===== config.mk =====
export PLATFORM = sky130hd
export DESIGN_NAME = stepper_motion_ctrl
export DESIGN_NICKNAME = d
export VERILOG_FILES = /design/src/rtl/stepper_motion_ctrl.sv
export SDC_FILE = /design/constraint.sdc
export NUM_CORES = 1
export LEC_CHECK = 0
export BUFFER_PORTS_ARGS = -buffer_cell sky130_fd_sc_hd__buf_2
export CAP_MARGIN = 20
export CORE_MARGIN = 1
export CORE_UTILIZATION = 50
export CTS_BUF_LIST = sky130_fd_sc_hd__clkbuf_8
export CTS_CLUSTER_SIZE = 40
export DETAILED_ROUTE_END_ITERATION = 10
export PLACE_DENSITY = 0.7
export SYNTH_ARGS = -nofsm -noshare
export SYNTH_HDL_FRONTEND = slang
export SYNTH_SLANG_ARGS = --single-unit
export TNS_END_PERCENT = 10

===== constraint.sdc =====
create_clock -name clk -period 12.2 [get_ports clk]
set_clock_uncertainty 0.1 [all_clocks]
set_input_delay 1.22 -clock clk [delete_from_list [all_inputs] [get_ports clk]]
set_output_delay 1.22 -clock clk [all_outputs]
set_load 0.01 [all_outputs]

===== src/rtl/stepper_motion_ctrl.sv =====
// Single-axis stepper core: wave/full/half coil sequencing driven either by a
// rate-limited internal target mover or by synchronised external STEP/DIR pins.
module stepper_motion_ctrl #(
  parameter int POS_W       = 32,
  parameter int DIV_W       = 24,
  parameter int SYNC_STAGES = 2
) (
  input  logic                    clk,
  input  logic                    rst,
  input  logic                    enable,
  input  logic [1:0]              mode,
  input  logic                    src_ext,
  input  logic                    ext_step,
  input  logic                    ext_dir,
  input  logic signed [POS_W-1:0] target_pos,
  input  logic                    target_load,
  input  logic [DIV_W-1:0]        period,
  input  logic                    zero_pos,
  output logic signed [POS_W-1:0] cur_pos,
  output logic                    busy,
  output logic                    done,
  output logic [3:0]              coil_out
);

  typedef enum logic {
    S_IDLE,
    S_MOVING
  } state_t;

  localparam logic [POS_W-1:0] POS_ONE = POS_W'(1);
  localparam logic [DIV_W-1:0] DIV_ONE = DIV_W'(1);

  state_t state;
  state_t state_nxt;

  logic signed [POS_W-1:0] target;
  logic signed [POS_W-1:0] target_nxt;
  logic signed [POS_W-1:0] pos_nxt;
  logic signed [POS_W-1:0] pos_step;
  logic [DIV_W-1:0]        divider;
  logic [DIV_W-1:0]        div_nxt;
  logic [2:0]              phase;
  logic [2:0]              phase_nxt;
  logic [2:0]              phase_step;
  logic [2:0]              phase_inc;
  logic [2:0]              table_idx;
  logic [3:0]              coil_pat;
  logic                    done_nxt;

  logic [SYNC_STAGES-1:0]  step_sync;
  logic [SYNC_STAGES-1:0]  dir_sync;
  logic                    step_hist;
  logic                    ext_rise;
  logic                    step_fwd;
  logic                    busy_tick;

  function automatic logic [3:0] half_table(input logic [2:0] idx);
    logic [3:0] pat;
    case (idx)
      3'd0:    pat = 4'b1000;
      3'd1:    pat = 4'b1100;
      3'd2:    pat = 4'b0100;
      3'd3:    pat = 4'b0110;
      3'd4:    pat = 4'b0010;
      3'd5:    pat = 4'b0011;
      3'd6:    pat = 4'b0001;
      default: pat = 4'b1001;
    endcase
    return pat;
  endfunction

  // Wave and full modes pin the low index bit, so switching modes mid-move
  // always lands on a legal pattern for the new mode.
  always_comb begin
    case (mode)
      2'b10:   table_idx = phase;
      2'b00:   table_idx = {phase[2:1], 1'b0};
      default: table_idx = {phase[2:1], 1'b1};
    endcase
    coil_pat = half_table(table_idx);
  end

  assign ext_rise  = step_sync[SYNC_STAGES-1] & ~step_hist;
  assign busy_tick = (state == S_MOVING) && enable;

  always_comb begin
    if (src_ext) begin
      step_fwd = dir_sync[SYNC_STAGES-1];
    end else begin
      step_fwd = (target > cur_pos);
    end
    phase_inc  = (mode == 2'b10) ? 3'd1 : 3'd2;
    pos_step   = step_fwd ? (cur_pos + POS_ONE) : (cur_pos - POS_ONE);
    phase_step = step_fwd ? (phase + phase_inc) : (phase - phase_inc);
  end

  // State register
  always_ff @(posedge clk) begin
    if (rst) begin
      state <= S_IDLE;
    end else begin
      state <= state_nxt;
    end
  end

  // Next-state and datapath: zero_pos outranks target_load, which outranks a step
  always_comb begin
    state_nxt  = state;
    pos_nxt    = cur_pos;
    phase_nxt  = phase;
    target_nxt = target;
    div_nxt    = divider;
    done_nxt   = 1'b0;
    if (src_ext) begin
      state_nxt = S_IDLE;
      if (zero_pos) begin
        pos_nxt = '0;
      end else if (enable && ext_rise) begin
        pos_nxt   = pos_step;
        phase_nxt = phase_step;
      end
    end else begin
      if (busy_tick) begin
        div_nxt = (divider == '0) ? period : (divider - DIV_ONE);
      end
      if (zero_pos) begin
        pos_nxt = '0;
        if ((state == S_MOVING) && (target == '0)) begin
          state_nxt = S_IDLE;
          done_nxt  = 1'b1;
        end
      end else if (target_load) begin
        target_nxt = target_pos;
        if (target_pos == cur_pos) begin
          state_nxt = S_IDLE;
          done_nxt  = 1'b1;
        end else begin
          state_nxt = S_MOVING;
          if (state == S_IDLE) begin
            div_nxt = period;
          end
        end
      end else if (busy_tick && (divider == '0)) begin
        pos_nxt   = pos_step;
        phase_nxt = phase_step;
        if (pos_step == target) begin
          state_nxt = S_IDLE;
          done_nxt  = 1'b1;
        end
      end
    end
  end

  // Outputs decoded from state
  always_comb begin
    busy = (state == S_MOVING);
  end

  always_ff @(posedge clk) begin
    if (rst) begin
      cur_pos   <= '0;
      phase     <= '0;
      target    <= '0;
      divider   <= '0;
      done      <= 1'b0;
      coil_out  <= 4'b0000;
      step_sync <= '0;
      dir_sync  <= '0;
      step_hist <= 1'b0;
    end else begin
      cur_pos   <= pos_nxt;
      phase     <= phase_nxt;
      target    <= target_nxt;
      divider   <= div_nxt;
      done      <= done_nxt;
      coil_out  <= enable ? coil_pat : 4'b0000;
      step_sync <= {step_sync[SYNC_STAGES-2:0], ext_step};
      dir_sync  <= {dir_sync[SYNC_STAGES-2:0], ext_dir};
      step_hist <= step_sync[SYNC_STAGES-1];
    end
  end

endmodule

==> results.ini <==
[synthesis]
synthArstFlopShare = 0
ys_types = 86
avgSynthCellArea_sq_um = 7.20
seq_area_frac_synth = 0.241
synthFlopType = dfxtp_1
synth_top_area_frac = 0.241
netlist_instances = 1178
netlist_area_sq_um = 8480
yosys-top-cells-area = dfxtp_1 (24%), a21oi_1 (6.6%), nand2_1 (6.5%)
ys_ff_latch = 102
synth_warnings = 0
synth_edf_count = 0
yosysTopAreaCell = dfxtp_1
synth_nets = 1283

[die]
die_w_microns = 132
core_area_sq_um = 16600
start_util = 0.511
pin_count = 104
dieArea_sq_um = 17500
row_count = 47
die_h_microns = 132

[job]
drv_cap = 0

[timing]
timing.final.hold_violations = 0
finalMaxSlewViolations = 0
period_needed_ps = 7560
max_slew_margin = 0.316
fin_crit_sh = 0.620
hold_ws_ps = 346
rsz0062_at_grt = false
setup_violations = 0
worst_slack_ps = 4640
setup_tns_ps = 0
worstMarginPinSlew_ps = 1020
clock.fmax_ghz = 0.132

[route]
wl_per_cell_microns = 22.0
drt_iter0_drc = 941
drc_errors = 0
wirelength_mm = 31.8
detail-route-antenna-nets = 0
vias_per_cell = 6.34
first_pass_iters = 5
via_count = 9148

[placement]
dp_slack_ps = 4850
gp_congestion = 0.979
dp_hpwl_mm = 24.6
portBuffers = 103

[cells_and_area]
layout_common_cells = nand2_1 (147), nor2_1 (119), a21oi_1 (112), buf_2 (103), dfxtp_1 (102)
fillerInstances = 1684
fin_util = 0.557
num_antenna_cells = 0
drive_above_1_share = 0.135
syn_to_final_growth_pct = 9.06
final_common_cell = nand2_1
fin_nets = 1324

[grt]
grt_pass1_wl_mm = 48.3
grt_pass1_vias = 8275
grt_max_degree = 47
track_usage = 0.365
gr-total-overflow = 0
antenna_found_initial = 0

[clocking]
ctsResizeCount = 0
hold_buffers = 0
numCtsBuffers = 9
path_clk_slew_ps = 110
clk_latency_ps = 420
post-cts-setup-buffers = 0
clock-sinks = 102
htree_levels = 3
root_buffer = clkbuf_8
cts_tree = done
clock_path_buffers = 2

[min_path]
hold_start = dir_sync[0]$_SDFF_PP0_
min_path_type = flip-flop to flip-flop

[worst_setup_path]
r2r-start = cur_pos[21]$_SDFFE_PP0P_
end_kind = flip-flop
r2r-end = busy$_SDFFE_PP0P_
ff2ff_path_depth = 21
criticalPathCategory = flip-flop to flip-flop
rrSetupSlack_ps = 4640
critPathCapture = busy$_SDFFE_PP0P_
crit_required_ps = 12410
crit_arrival_ps = 7770
crit_path_start_kind = flip-flop
crit_start = cur_pos[21]$_SDFFE_PP0P_
critPathMaxFanout = 44

[power_and_ir_drop]
p_sw_frac = 0.406
p_sw_mw = 0.369
p_int_mw = 0.540
p_per_area_nw_per_um2 = 98.4
leakage_nw = 3.71
peakVddDrop_mv = 0.0776
combPwrFrac = 0.364
share_clk_of_total_power = 0.243
seqPwrFrac = 0.393

[run_status]
outcome = complete, no violations

-- how the worst min path moves through the flow --
stage	cells past startpoint	end	slack (ps)
floorplan	1	dir_sync[1]$_SDFF_PP0_	310
global placement	1	step_sync[1]$_SDFF_PP0_	330
detailed placement	1	dir_sync[1]$_SDFF_PP0_	330
CTS	1	dir_sync[1]$_SDFF_PP0_	350
global route	1	step_sync[1]$_SDFF_PP0_	360
finish	1	dir_sync[1]$_SDFF_PP0_	350
-- area by class of cell --
| class | count | area [sq um] | area share |
|---|---|---|---|
| Sequential cell | 102 | 2040 | 0.221 |
| Inverter | 44 | 168 | 0.0181 |
| Multi-Input combinational cell | 946 | 5910 | 0.640 |
| Tap cell | 220 | 275 | 0.0298 |
| Clock buffer | 9 | 124 | 0.0134 |
| Clock inverter | 7 | 70.1 | 0.00758 |
| Timing Repair Buffer | 116 | 653 | 0.0706 |
-- kinds of logic after synthesis --
family                     count (synthesis)  synth area share
and+or+nand+nor                          537             0.320
AOI/OAI and AO/OA                        256             0.197
buffers and inverters                    130            0.0632
xor gates and xnor gates                 102             0.106
DFF                                      102             0.241
adders and majority gates                 39            0.0585
muxes                                     12            0.0142
-- through the flow --
stage               instances  cell area [sq um]  total power [mW]
floorplan                1178               8480             0.600
global placement         1426               9000             0.684
detailed placement       1426               9000             0.685
CTS                      1442               9190             0.902
global route             1444               9250             0.950
finish                   1444               9250             0.910
-- registers in the layout (all words and copies together) (netlist names) --
name	count
busy	1
coil_out	4
cur_pos	32
dir_sync	2
divider	24
done	1
phase	3
step_hist	1
step_sync	2
target	32
-- power groups by stage --
stage	combinational (mW)	clock [mW]	sequential [mW]
3_5_place_dp	0.320	0	0.365
3_3_place_gp	0.319	0	0.364
4_1_cts	0.321	0.224	0.357
2_1_floorplan	0.241	0	0.359
6_report	0.331	0.221	0.358
5_1_grt	0.355	0.236	0.359
-- worst max-delay path: stages, from the launching register on --
cell,delay [ps]
dfxtp_1,680
clkinv_1,400
ha_1,400
a21oi_1,140
o21ai_0,160
a221oi_2,470
nand2_1,230
a31oi_4,320
nand2_8,250
inv_4,460
xnor2_1,170
ha_1,760
nor3_1,210
a2111oi_2,470
a311oi_2,140
nor3_1,330
o211a_1,200
o22ai_1,90
a2111oi_0,420
nand4_1,160
or4_1,620
a31o_1,240
-- synth_stat cells (3+ instances only) --
cell       number
xnor2_1        57
a32oi_1         3
or2_2           6
ha_1           38
o21ai_0        42
a2111oi_0       4
o21bai_1        3
clkbuf_1       67
nand4_1        31
buf_1           3
a31oi_1        14
nand2b_1        7
inv_1          41
nand3_1        47
o211ai_1        4
a221oi_1        3
mux2i_1        12
and3_1         17
a211oi_1       11
nor4_1         32
o22a_1          4
o21a_1          3
o2bb2ai_1       3
and4_1          6
xor2_1         44
and2_1         16
or4_1           9
dfxtp_1       102
or3_1          18
nor3_1         51
a21boi_0        3
nand2_1       147
buf_6           4
nor2b_1        11
o22ai_1         9
a2111oi_2       3
a21oi_1       112
nor2_1        119
buf_2          10
-- per-layer routing --
layer | wire, microns | global-route usage
met5 | 0 | 0
met4 | 1370 | 0.170
met3 | 3170 | 0.0834
met2 | 13700 | 0.541
met1 | 13600 | 0.498
(Power assumes the default switching activity.)
